File: config.mk
export PLATFORM = sky130hd
export DESIGN_NAME = spi_reg_slave
export DESIGN_NICKNAME = d
export VERILOG_FILES = /design/src/rtl/spi_reg_slave.sv
export SDC_FILE = /design/constraint.sdc
export NUM_CORES = 1
export LEC_CHECK = 0
export BUFFER_PORTS_ARGS = -buffer_cell sky130_fd_sc_hd__buf_2
export CORE_MARGIN = 5
export CORE_UTILIZATION = 34
export CTS_BUF_LIST = sky130_fd_sc_hd__clkbuf_8 sky130_fd_sc_hd__clkbuf_16
export DETAILED_ROUTE_END_ITERATION = 10
export GPL_TIMING_DRIVEN = 0
export PLACE_DENSITY_LB_ADDON = 0.05
export SYNTH_ARGS = -nofsm -noshare
export SYNTH_HDL_FRONTEND = slang
export SYNTH_SLANG_ARGS = --single-unit
File: constraint.sdc
create_clock -name clk -period 3.5 [get_ports clk]
set_input_delay 0.525 -clock clk [delete_from_list [all_inputs] [get_ports clk]]
set_output_delay 0.525 -clock clk [all_outputs]
set_load 0.02 [all_outputs]
File: src/rtl/spi_reg_slave.sv
// SPI register-access responder: decodes 24-bit R/W frames on oversampled pins
// and reads or writes a bank of 16-bit configuration registers.
module spi_reg_slave #(
  parameter int unsigned p_num_regs    = 8,
  parameter bit          p_cpol        = 1'b0,
  parameter logic [15:0] p_reset_value = '0
) (
  input  logic                       clk,
  input  logic                       resetn,
  input  logic                       i_sclk,
  input  logic                       i_cs_n,
  input  logic                       i_mosi,
  output logic                       or_miso,
  output logic [16*p_num_regs-1:0]   op_regs,
  output logic                       o_wr_valid,
  output logic [6:0]                 o_wr_addr,
  output logic [15:0]                o_wr_data,
  output logic                       o_err,
  output logic                       o_busy
);

  typedef enum logic [2:0] {IDLE, CMD, DATA, COMMIT, WAIT_CS} state_t;

  state_t      state_q, state_d;
  logic [2:0]  sclk_sync_q, cs_sync_q;
  logic [1:0]  mosi_sync_q;
  logic [4:0]  cnt_q, cnt_d;
  logic [23:0] rx_q, rx_d;
  logic [15:0] tx_q, tx_d;
  logic        rw_q, rw_d;
  logic [6:0]  addr_q, addr_d;
  logic        miso_q, miso_d;
  logic        wr_valid_q, wr_valid_d;
  logic [6:0]  wr_addr_q, wr_addr_d;
  logic [15:0] wr_data_q, wr_data_d;
  logic        err_q, err_d;
  logic        busy_q, busy_d;
  logic [15:0] regs_q [p_num_regs];
  logic [15:0] regs_d [p_num_regs];

  logic sck_rise, sck_fall, sample_edge, shift_edge, cs_high, cs_fall;
  logic [15:0] rd_val;
  logic        cmd_in_range, addr_in_range;

  assign sck_rise    = sclk_sync_q[1] & ~sclk_sync_q[2];
  assign sck_fall    = ~sclk_sync_q[1] & sclk_sync_q[2];
  assign sample_edge = p_cpol ? sck_fall : sck_rise;
  assign shift_edge  = p_cpol ? sck_rise : sck_fall;
  assign cs_high     = cs_sync_q[1];
  assign cs_fall     = ~cs_sync_q[1] & cs_sync_q[2];

  // cs_n sync resets low so a select already asserted at reset release is
  // not seen as a fresh fall; it must rise (and fall again) first.
  always_ff @(posedge clk or negedge resetn) begin
    if (!resetn) begin
      sclk_sync_q <= {3{p_cpol}};
      cs_sync_q   <= '0;
      mosi_sync_q <= '0;
      state_q     <= IDLE;
      cnt_q       <= '0;
      rx_q        <= '0;
      tx_q        <= '0;
      rw_q        <= 1'b0;
      addr_q      <= '0;
      miso_q      <= 1'b0;
      wr_valid_q  <= 1'b0;
      wr_addr_q   <= '0;
      wr_data_q   <= '0;
      err_q       <= 1'b0;
      busy_q      <= 1'b0;
      for (int unsigned i = 0; i < p_num_regs; i++) regs_q[i] <= p_reset_value;
    end else begin
      sclk_sync_q <= {sclk_sync_q[1:0], i_sclk};
      cs_sync_q   <= {cs_sync_q[1:0], i_cs_n};
      mosi_sync_q <= {mosi_sync_q[0], i_mosi};
      state_q     <= state_d;
      cnt_q       <= cnt_d;
      rx_q        <= rx_d;
      tx_q        <= tx_d;
      rw_q        <= rw_d;
      addr_q      <= addr_d;
      miso_q      <= miso_d;
      wr_valid_q  <= wr_valid_d;
      wr_addr_q   <= wr_addr_d;
      wr_data_q   <= wr_data_d;
      err_q       <= err_d;
      busy_q      <= busy_d;
      for (int unsigned i = 0; i < p_num_regs; i++) regs_q[i] <= regs_d[i];
    end
  end

  always_comb begin
    state_d    = state_q;
    cnt_d      = cnt_q;
    rx_d       = rx_q;
    tx_d       = tx_q;
    rw_d       = rw_q;
    addr_d     = addr_q;
    miso_d     = miso_q;
    wr_valid_d = 1'b0;
    wr_addr_d  = wr_addr_q;
    wr_data_d  = wr_data_q;
    err_d      = 1'b0;
    regs_d     = regs_q;
    rd_val     = '0;

    if (sample_edge) rx_d = {rx_q[22:0], mosi_sync_q[1]};
    cmd_in_range  = 32'(rx_d[6:0]) < p_num_regs;
    addr_in_range = 32'(addr_q) < p_num_regs;
    for (int unsigned i = 0; i < p_num_regs; i++)
      if (rx_d[6:0] == 7'(i)) rd_val = regs_q[i];

    unique case (state_q)
      IDLE: begin
        miso_d = 1'b0;
        cnt_d  = '0;
        rx_d   = rx_q;
        if (cs_fall) state_d = CMD;
      end
      CMD: begin
        if (cs_high) begin
          err_d   = 1'b1;
          state_d = IDLE;
        end else if (sample_edge) begin
          cnt_d = cnt_q + 5'd1;
          if (cnt_q == 5'd7) begin
            rw_d    = rx_d[7];
            addr_d  = rx_d[6:0];
            tx_d    = (rx_d[7] && cmd_in_range) ? rd_val : '0;
            state_d = DATA;
          end
        end
      end
      DATA: begin
        if (cs_high) begin
          err_d   = 1'b1;
          state_d = IDLE;
        end else begin
          if (shift_edge) begin
            miso_d = tx_q[15];
            tx_d   = {tx_q[14:0], 1'b0};
          end
          if (sample_edge) begin
            cnt_d = cnt_q + 5'd1;
            if (cnt_q == 5'd23) state_d = COMMIT;
          end
        end
      end
      COMMIT: begin
        rx_d = rx_q;
        if (!addr_in_range) begin
          err_d = 1'b1;
        end else if (!rw_q) begin
          wr_valid_d = 1'b1;
          wr_addr_d  = addr_q;
          wr_data_d  = rx_q[15:0];
          for (int unsigned i = 0; i < p_num_regs; i++)
            if (addr_q == 7'(i)) regs_d[i] = rx_q[15:0];
        end
        state_d = WAIT_CS;
      end
      WAIT_CS: begin
        rx_d = rx_q;
        if (cs_high) state_d = IDLE;
      end
      default: state_d = IDLE;
    endcase

    if (cs_high) miso_d = 1'b0;
    busy_d = (state_d != IDLE);
  end

  always_comb begin
    op_regs = '0;
    for (int unsigned i = 0; i < p_num_regs; i++) op_regs[16*i +: 16] = regs_q[i];
  end

  assign or_miso    = miso_q;
  assign o_wr_valid = wr_valid_q;
  assign o_wr_addr  = wr_addr_q;
  assign o_wr_data  = wr_data_q;
  assign o_err      = err_q;
  assign o_busy     = busy_q;

endmodule

---- Yosys cells after proc, flatten, opt, wreduce, memory -nomap -nowiden ----
Cells that the tools add are included.
storage, ports and cells
  bits in registers ....................... 211
  input port bits ......................... 5
  output and inout bits ................... 155
  logic and storage cells ................. 124
operators by class
  add/subtract/negate cells ............... 1
  $lt $le $gt $ge ......................... 2
  eq/ne operators ......................... 28
  multiplexer cells ....................... 37
  bitwise logic cells ..................... 8
  reductions and logical operators ........ 24
operators by type and width
  cell                 count
  $mux 16              14
  $eq 7x3->1 const B   8
  $reduce_and 4->1     9
  $pmux 16 s2          1
  $eq 7x2->1 const B   4
  $mux 3               8
  $pmux 3 s5           1
  $eq 7x1->1 const B   2
  $logic_not 7->1      2
  $lt 7x4->1 const B   2
  $ne 2x2->1 const B   6
  $mux 5               2
  $pmux 5 s2           1
  $mux 8               1
  $mux 1               7
  $eq 3x2->1 const B   2
  $reduce_and 3->1     2
  $reduce_and 6->1     1
  $reduce_bool 3->1    2
  $add 5x1->5 const B  1
  $eq 5x3->1 const B   1
  $eq 5x5->1 const B   1
  $not 1->1            5
  $pmux 1 s2           2
  11 further kinds     15

---- Logic depth before layout (Yosys ltp) ----
Gate-level depths: netlist of run 1.
  depth after elaboration ................. 17
  mapped depth ............................ 10
  mapped depth without buffers ............ 7

---- Worst setup path before layout of run 1 ----
No wires, ideal clock.
  path kind ............................... reg2reg
  start ................................... register addr_q[6]
  end ..................................... register regs_q, in the netlist op_regs[85]
  library setup time ...................... 0.125 ns
  data arrival time ....................... 2.232 ns
  data required time ...................... 3.375 ns
  setup slack ............................. 1.144 ns
  cell stages (with the launch flop) ...... 7
  path through ............................ dfrtp_1 > or4_4 > or3_1 > buf_6 > nor3_4 > buf_6 > mux2_2
between the ends
  word-level cells in the longest chain between the ends .. 2
  elaborated cells on any way between the ends .. 3
  those cells by class .................... order compare (1); eq/ne (1); reduce/logical (1)
RTL lines
  what                                             RTL line  text
  start: declaration                               31        logic [6:0] addr_q, addr_d;
  start signal: assignment                         81        addr_q <= addr_d;
  $lt 7x4->1 / $eq 7x3->1 (equally long branches)  109, 158
  $reduce_and 4->1 (no line) (*)                   n/a
  end: declaration                                 38        logic [15:0] regs_q [p_num_regs];
Every way passes the cells marked *; elsewhere a longest branch is shown, timed or not.
A chain may end at the register's enable or synchronous reset.

---- Final worst setup path of run 1 ----
  start ................................... register sclk_sync_q[1]
  end ..................................... register tx_q[8]
between the ends
  word-level cells in the longest chain between the ends .. 16
  elaborated cells on any way between the ends .. 30
  those cells by class .................... order compare (1); eq/ne (9); mux (14); bitwise (3); reduce/logical (3)
RTL lines
  what                      RTL line  text
  start: declaration        25        logic [2:0] sclk_sync_q, cs_sync_q;
  start signal: assignment  56        sclk_sync_q <= {3{p_cpol}};
  start signal: assignment  73        sclk_sync_q <= {sclk_sync_q[1:0], i_sclk};
  $and 1x1->1               45        assign sck_rise = sclk_sync_q[1] & ~sclk_sync_q[2];
  $mux 8                    107       if (sample_edge) rx_d = {rx_q[22:0], mosi_sync_q[1]};
  $logic_not 7->1           111       if (rx_d[6:0] == 7'(i)) rd_val = regs_q[i];
  $mux 16 (8 in series)     111
  $mux 16                   129       tx_d = (rx_d[7] && cmd_in_range) ? rd_val : '0;
  $mux 16                   126       if (cnt_q == 5'd7) begin
  $mux 16                   124       end else if (sample_edge) begin
  $mux 16                   121       if (cs_high) begin
  $pmux 16 s2               113       unique case (state_q)
  end signal: assignment    79        tx_q <= tx_d;
  end: declaration          29        logic [15:0] tx_q, tx_d;
Parallel ways exist; a longest one is shown, timed or not. The select of a mux whose other input is x is not followed.

==> results.cfg, run 1 <==
[drt]
routed_via_density = 5.37
drtAntennaViolNets = 0
drt_drc_violations_left = 0
detail_route.wl_per_cell_um = 23.6
vias = 8207
first_pass_iters = 6
drt_iter0_drc = 494
totalWireLength_um = 36100

[setup_path]
critPathMaxFanout = 10
slowest_delay_ps = 540
crit_start = sclk_sync_q[1]
critical_path.cell_chain = nand2b_1 -> nor4_1 -> nand4b_1 -> o31ai_2 -> clkbuf_1 -> o21ai_0 -> o21ai_0
r2r_slack_ps = 420
reg2reg_from = sclk_sync_q[1]
start_kind = register
worstPathArrival_ps = 3530
cpLargestDelayFamily = simple AND/OR/NAND/NOR gates
worstSetupPathType = reg -> reg
worst_path_max_delay_cell = dfrtp_1
cp.required_ps = 3950
crit_path_end_kind = register
crit_top_cell = o21ai_0
cp.buffers_inverters = 1

[clock_tree]
cts_buffers = 25
cts_setup_buffers = 0
cts.htree.levels = 1
cts_root_buf = clkbuf_16
tritoncts = done
hold_buffers = 0
clk_pin_slew_ps = 60
cts.sinks = 211
clock_latency_ps = 540
clockBufferDepth = 3
ctsResizeCount = 0

[placed_design]
hpwlAfterDp_um = 26100
postPlaceCellArea_um2 = 11300
gp_congestion = 0.826
portBuffers = 159

[floorplanning]
fp-row-count = 62
initial_core_util = 0.346
ios = 160
die_h_um = 182
dieArea_um2 = 33000
dieWidth_um = 182
core-area_um2 = 28900

[sta]
slew_headroom = 0.375
finalHoldViolCount = 0
max_freq_mhz = 324
rsz0062_at_grt = false
finalCriticalPeriod_ps = 3080
finClkSkew_ps = 24.0
final.period_utilization = 0.881
drv_slew = 0
setup_viol = 0
worst_pin_slew_ps = 934

[finish]
layout_commonest_cell = dfrtp_1
final_cell_mix = dfrtp_1, buf_2, mux2_2
finish.instance_area_um2 = 12200
nets = 1130
antennaDiodeCount = 0
drive_gt1_frac = 0.327
area_growth_pct = 21.6

[synthesis]
synth.distinct_cells = 57
ys_ff_latch = 211
ys.flop_type = dfrtp_1
mappedNetlistNets = 943
avgSynthCellArea_um2 = 10.7
syn_area_um2 = 10000
synth_edf_count = 0
syn-instance-count = 937
synthArstFlopShare = 1.00
seq_area_frac_synth = 0.527
yosys_warnings = 0

[global_routing]
grt_pass1_wl_um = 54200
overflow = 0
grt_max_degree = 107
grt_pass1_vias = 8289
antenna_found_initial = 0
groute.usage.overall = 0.212

[job]
cap_violations = 0

[power]
ir_drop_uv = 328
power_mw = 6.65
power_leakage_nw = 5.96
powerDensity_nw_per_um2 = 546

[worst_hold_path]
hp-class = in -> async

[run_status]
status = complete, no violations
-- through the flow --
step | std cells | util | hold slack (ps) | setup TNS, ps | worst slack, ps
finish | 1527 | 0.421 | 44.2 | 0 | 416
global route | 1527 | 0.421 | 85.6 | 0 | 265
CTS | 1527 | 0.421 | 70.7 | 0 | 464
detailed placement | 1481 | 0.392 | 335 | 0 | 461
global placement | 1480 | 0.390 | 333 | -434010 | -2080
floorplan | 937 | - | 229 | 0 | 1140
-- metal layers --
layer	vias up	global-route usage	routed length (um)	share of wire
met5	-	0	0	0
met4	0	0.0591	1120	0.031
met3	60	0.0268	1480	0.041
met2	231	0.332	16300	0.45
met1	4160	0.311	17200	0.48
li1	3756	-	-	-
-- synthesized netlist by cell type, drive strengths merged (14+ instances only) --
cell type / instances / area, um2
buf: 22 / 140
dfrtp: 211 / 5280
clkbuf: 57 / 214
nand2: 116 / 438
nand3: 20 / 105
nor4: 17 / 128
mux2: 131 / 1480
nor2: 62 / 235
o22ai: 29 / 181
inv: 15 / 56.3
a21oi: 27 / 135
o21ai: 80 / 400
o221ai: 24 / 210
and2: 14 / 87.6
-- worst paths after layout --
path | end | cells past startpoint
worst min-delay path | o_wr_addr[3] | 1
worst min register to register | mosi_sync_q[1] | 0
max in group asynchronous | op_regs[87] | 2
worst max-delay path | tx_q[8] | 7
min in group clk | mosi_sync_q[0] | 1
worst max register to register | tx_q[8] | 7
-- cell type report --
| class | count | area, um2 |
|---|---|---|
| plain buffers | 79 | 354 |
| clock buffers | 32 | 722 |
| clock inverters | 14 | 125 |
| fillers | 2951 | 16800 |
| inverters | 15 | 56.3 |
| multi-input cells | 632 | 4330 |
| flip-flops and latches | 211 | 5280 |
| well taps | 384 | 480 |
| repair buffers | 160 | 833 |
-- flip-flops by register name, indices dropped and copies added (netlist names) --
| name | flops |
|---|---|
| op_regs | 128 |
| tx_q | 16 |
| o_wr_valid | 1 |
| o_err | 1 |
| o_wr_data | 16 |
| cs_sync_q | 3 |
| cnt_q | 5 |
| sclk_sync_q | 3 |
| rw_q | 1 |
| o_busy | 1 |
| o_wr_addr | 7 |
| addr_q | 7 |
| rx_q | 16 |
| state_q | 3 |
| mosi_sync_q | 2 |
| or_miso | 1 |
-- cell families after synthesis --
group,synth area share
AND/OR/NAND/NOR,0.139
flip-flops,0.527
AO/OA/AOI/OAI,0.132
multiplexers,0.157
buffers and inverters,0.0410
XOR/XNOR,0.00262
adder cells (fa/ha/maj),0.00125
-- where the power goes --
part / internal [mW] / leakage [nW] / switching, mW
Combinational: 0.399 / 2.60 / 1.07
Sequential: 2.47 / 2.92 / 0.0337
Clock: 1.60 / 0.432 / 1.08
Total: 4.47 / 5.96 / 2.18
Note: power is estimated with default switching activity, not from simulation.
==> run 2, diff against run 1 <==
--- a/config.mk
+++ b/config.mk
@@ -7,7 +7,7 @@
 export LEC_CHECK = 0
 export BUFFER_PORTS_ARGS = -buffer_cell sky130_fd_sc_hd__buf_2
 export CORE_MARGIN = 5
-export CORE_UTILIZATION = 34
+export CORE_UTILIZATION = 39
 export CTS_BUF_LIST = sky130_fd_sc_hd__clkbuf_8 sky130_fd_sc_hd__clkbuf_16
 export DETAILED_ROUTE_END_ITERATION = 10
 export GPL_TIMING_DRIVEN = 0
==> constraint.sdc (replaced) <==
create_clock -name clk -period 3.5 [get_ports clk]
set_input_delay 0.35 -clock clk [delete_from_list [all_inputs] [get_ports clk]]
set_output_delay 0.35 -clock clk [all_outputs]
set_load 0.02 [all_outputs]
==> results.cfg, run 2 (synthesized netlist as in run 1, its figures left out) <==
[sta]
finalCriticalPeriod_ps = 3030
drv_slew = 0
tns_ps = 0
worst_pin_slew_ps = 958
final.period_utilization = 0.866
finClkSkew_ps = 8.84
setup_viol = 0
finalHoldViolCount = 0
fin_ws_ps = 469
rsz0062_at_grt = false
max_freq_mhz = 330
slew_headroom = 0.359

[clock_tree]
clk_pin_slew_ps = 60
hold_buffers = 4
clockBufferDepth = 3
clock_latency_ps = 520
cts_root_buf = clkbuf_16
cts_buffers = 24
ctsResizeCount = 0
cts_setup_buffers = 0
cts.sinks = 211
tritoncts = done
cts.htree.levels = 1

[placed_design]
gp_congestion = 0.866
dp_worst_setup_slack_ps = 565
hpwlAfterDp_um = 24700
place_inst = 1427
portBuffers = 159
postPlaceCellArea_um2 = 11300

[finish]
fin_cells = 1473
layout_commonest_cell = dfrtp_1
antennaDiodeCount = 0
nets = 1133
drive_gt1_frac = 0.318
finish.instance_area_um2 = 12100
fin_util = 0.478
final_cell_mix = dfrtp_1, buf_2, mux2_2
area_growth_pct = 20.5
largest_reg_flops = 128

[drt]
detail_route.wl_per_cell_um = 23.3
totalWireLength_um = 34300
vias = 8144
first_pass_iters = 6
routed_via_density = 5.53
drt_drc_violations_left = 0
drt_iter0_drc = 716
drtAntennaViolNets = 0

[global_routing]
grt_pass1_wl_um = 52100
antenna_found_initial = 0
grt_max_degree = 114
groute.usage.overall = 0.234
grt_pass1_vias = 8214
overflow = 0

[run_status]
status = complete, no violations

[setup_path]
worstSetupPathType = reg -> reg
critical_path.cell_chain = nand2b_1 -> nor4_1 -> nand4b_1 -> o31ai_2 -> clkbuf_1 -> o21ai_0 -> o21ai_0
rr_worst_depth = 7
r2r_slack_ps = 470
cp.required_ps = 3930
critPathMaxFanout = 10
start_kind = register
crit_path_end_kind = register
worst_path_max_delay_cell = dfrtp_1
reg2reg_to = tx_q[8]
reg2reg_from = sclk_sync_q[1]
worstPathArrival_ps = 3460
crit_top_cell = o21ai_0
slowest_delay_ps = 560

[job]
cap_violations = 0

[floorplanning]
initial_core_util = 0.397
dieArea_um2 = 29000
core-area_um2 = 25300
dieWidth_um = 170
die_h_um = 170
ios = 160
fp-row-count = 58

[power]
powerDensity_nw_per_um2 = 533
ir_drop_uv = 293
power_leakage_nw = 5.94

[worst_hold_path]
hold_path_startpoint = sclk_sync_q[0]
hold_end = sclk_sync_q[1]
whs_path_depth = 0
hp-class = reg -> reg
-- run 2: cell count changes in the layout (fill, tap and decap cells not counted) --
cell	before	now
dlygate4sd3_1	0	4
clkinvlp_4	1	2
clkbuf_8	7	1
clkinv_2	9	5
inv_6	1	0
inv_1	16	22
-- run 2: worst max-delay path by stage --
stage               depth (start not counted)           start          end
floorplan                                   6       addr_q[6]  op_regs[85]
global placement                            1          resetn  op_regs[88]
detailed placement                          8  sclk_sync_q[1]     tx_q[15]
CTS                                         7  sclk_sync_q[1]     tx_q[10]
global route                                7  sclk_sync_q[1]     tx_q[10]
finish                                      7  sclk_sync_q[1]      tx_q[8]
-- run 2: metal layers --
metal / global-route usage / share of wire / vias to the layer above
li1: - / - / 3768
met1: 0.343 / 0.46 / 4049
met2: 0.372 / 0.47 / 289
met3: 0.0309 / 0.056 / 38
met4: 0.0521 / 0.018 / 0
met5: 0 / 0 / -
-- run 2: per-stage QoR --
step / hold slack [ps] / total power, mW
after detailed placement: 340 / 3.97
final: 356 / 6.44
after global placement: 334 / 3.97
after floorplan: 54.4 / 3.42
after global routing: 372 / 6.69
after CTS: 362 / 6.47
-- run 2: final cells by class --
type	instances	area (um2)
Tap cell	330	413
Timing Repair Buffer	164	873
Multi-Input combinational cell	632	4330
Fill cell	2442	13200
Inverter	15	56.3
Clock buffer	26	639
Buffer	79	354
Sequential cell	211	5280
Clock inverter	16	126
-- run 2: report_power, final --
| part | switching (mW) | internal [mW] |
|---|---|---|
| registers | 0.0339 | 2.47 |
| logic | 1.05 | 0.402 |
| clock network | 1.03 | 1.45 |
| total | 2.11 | 4.33 |
-- run 2: worst max-delay path: cells and delay by family (launching register included) --
family          cells  cell delay (ps)
simple gates        3             1180
compound gates      3              770
buf+inv             1              430
flops               1              560
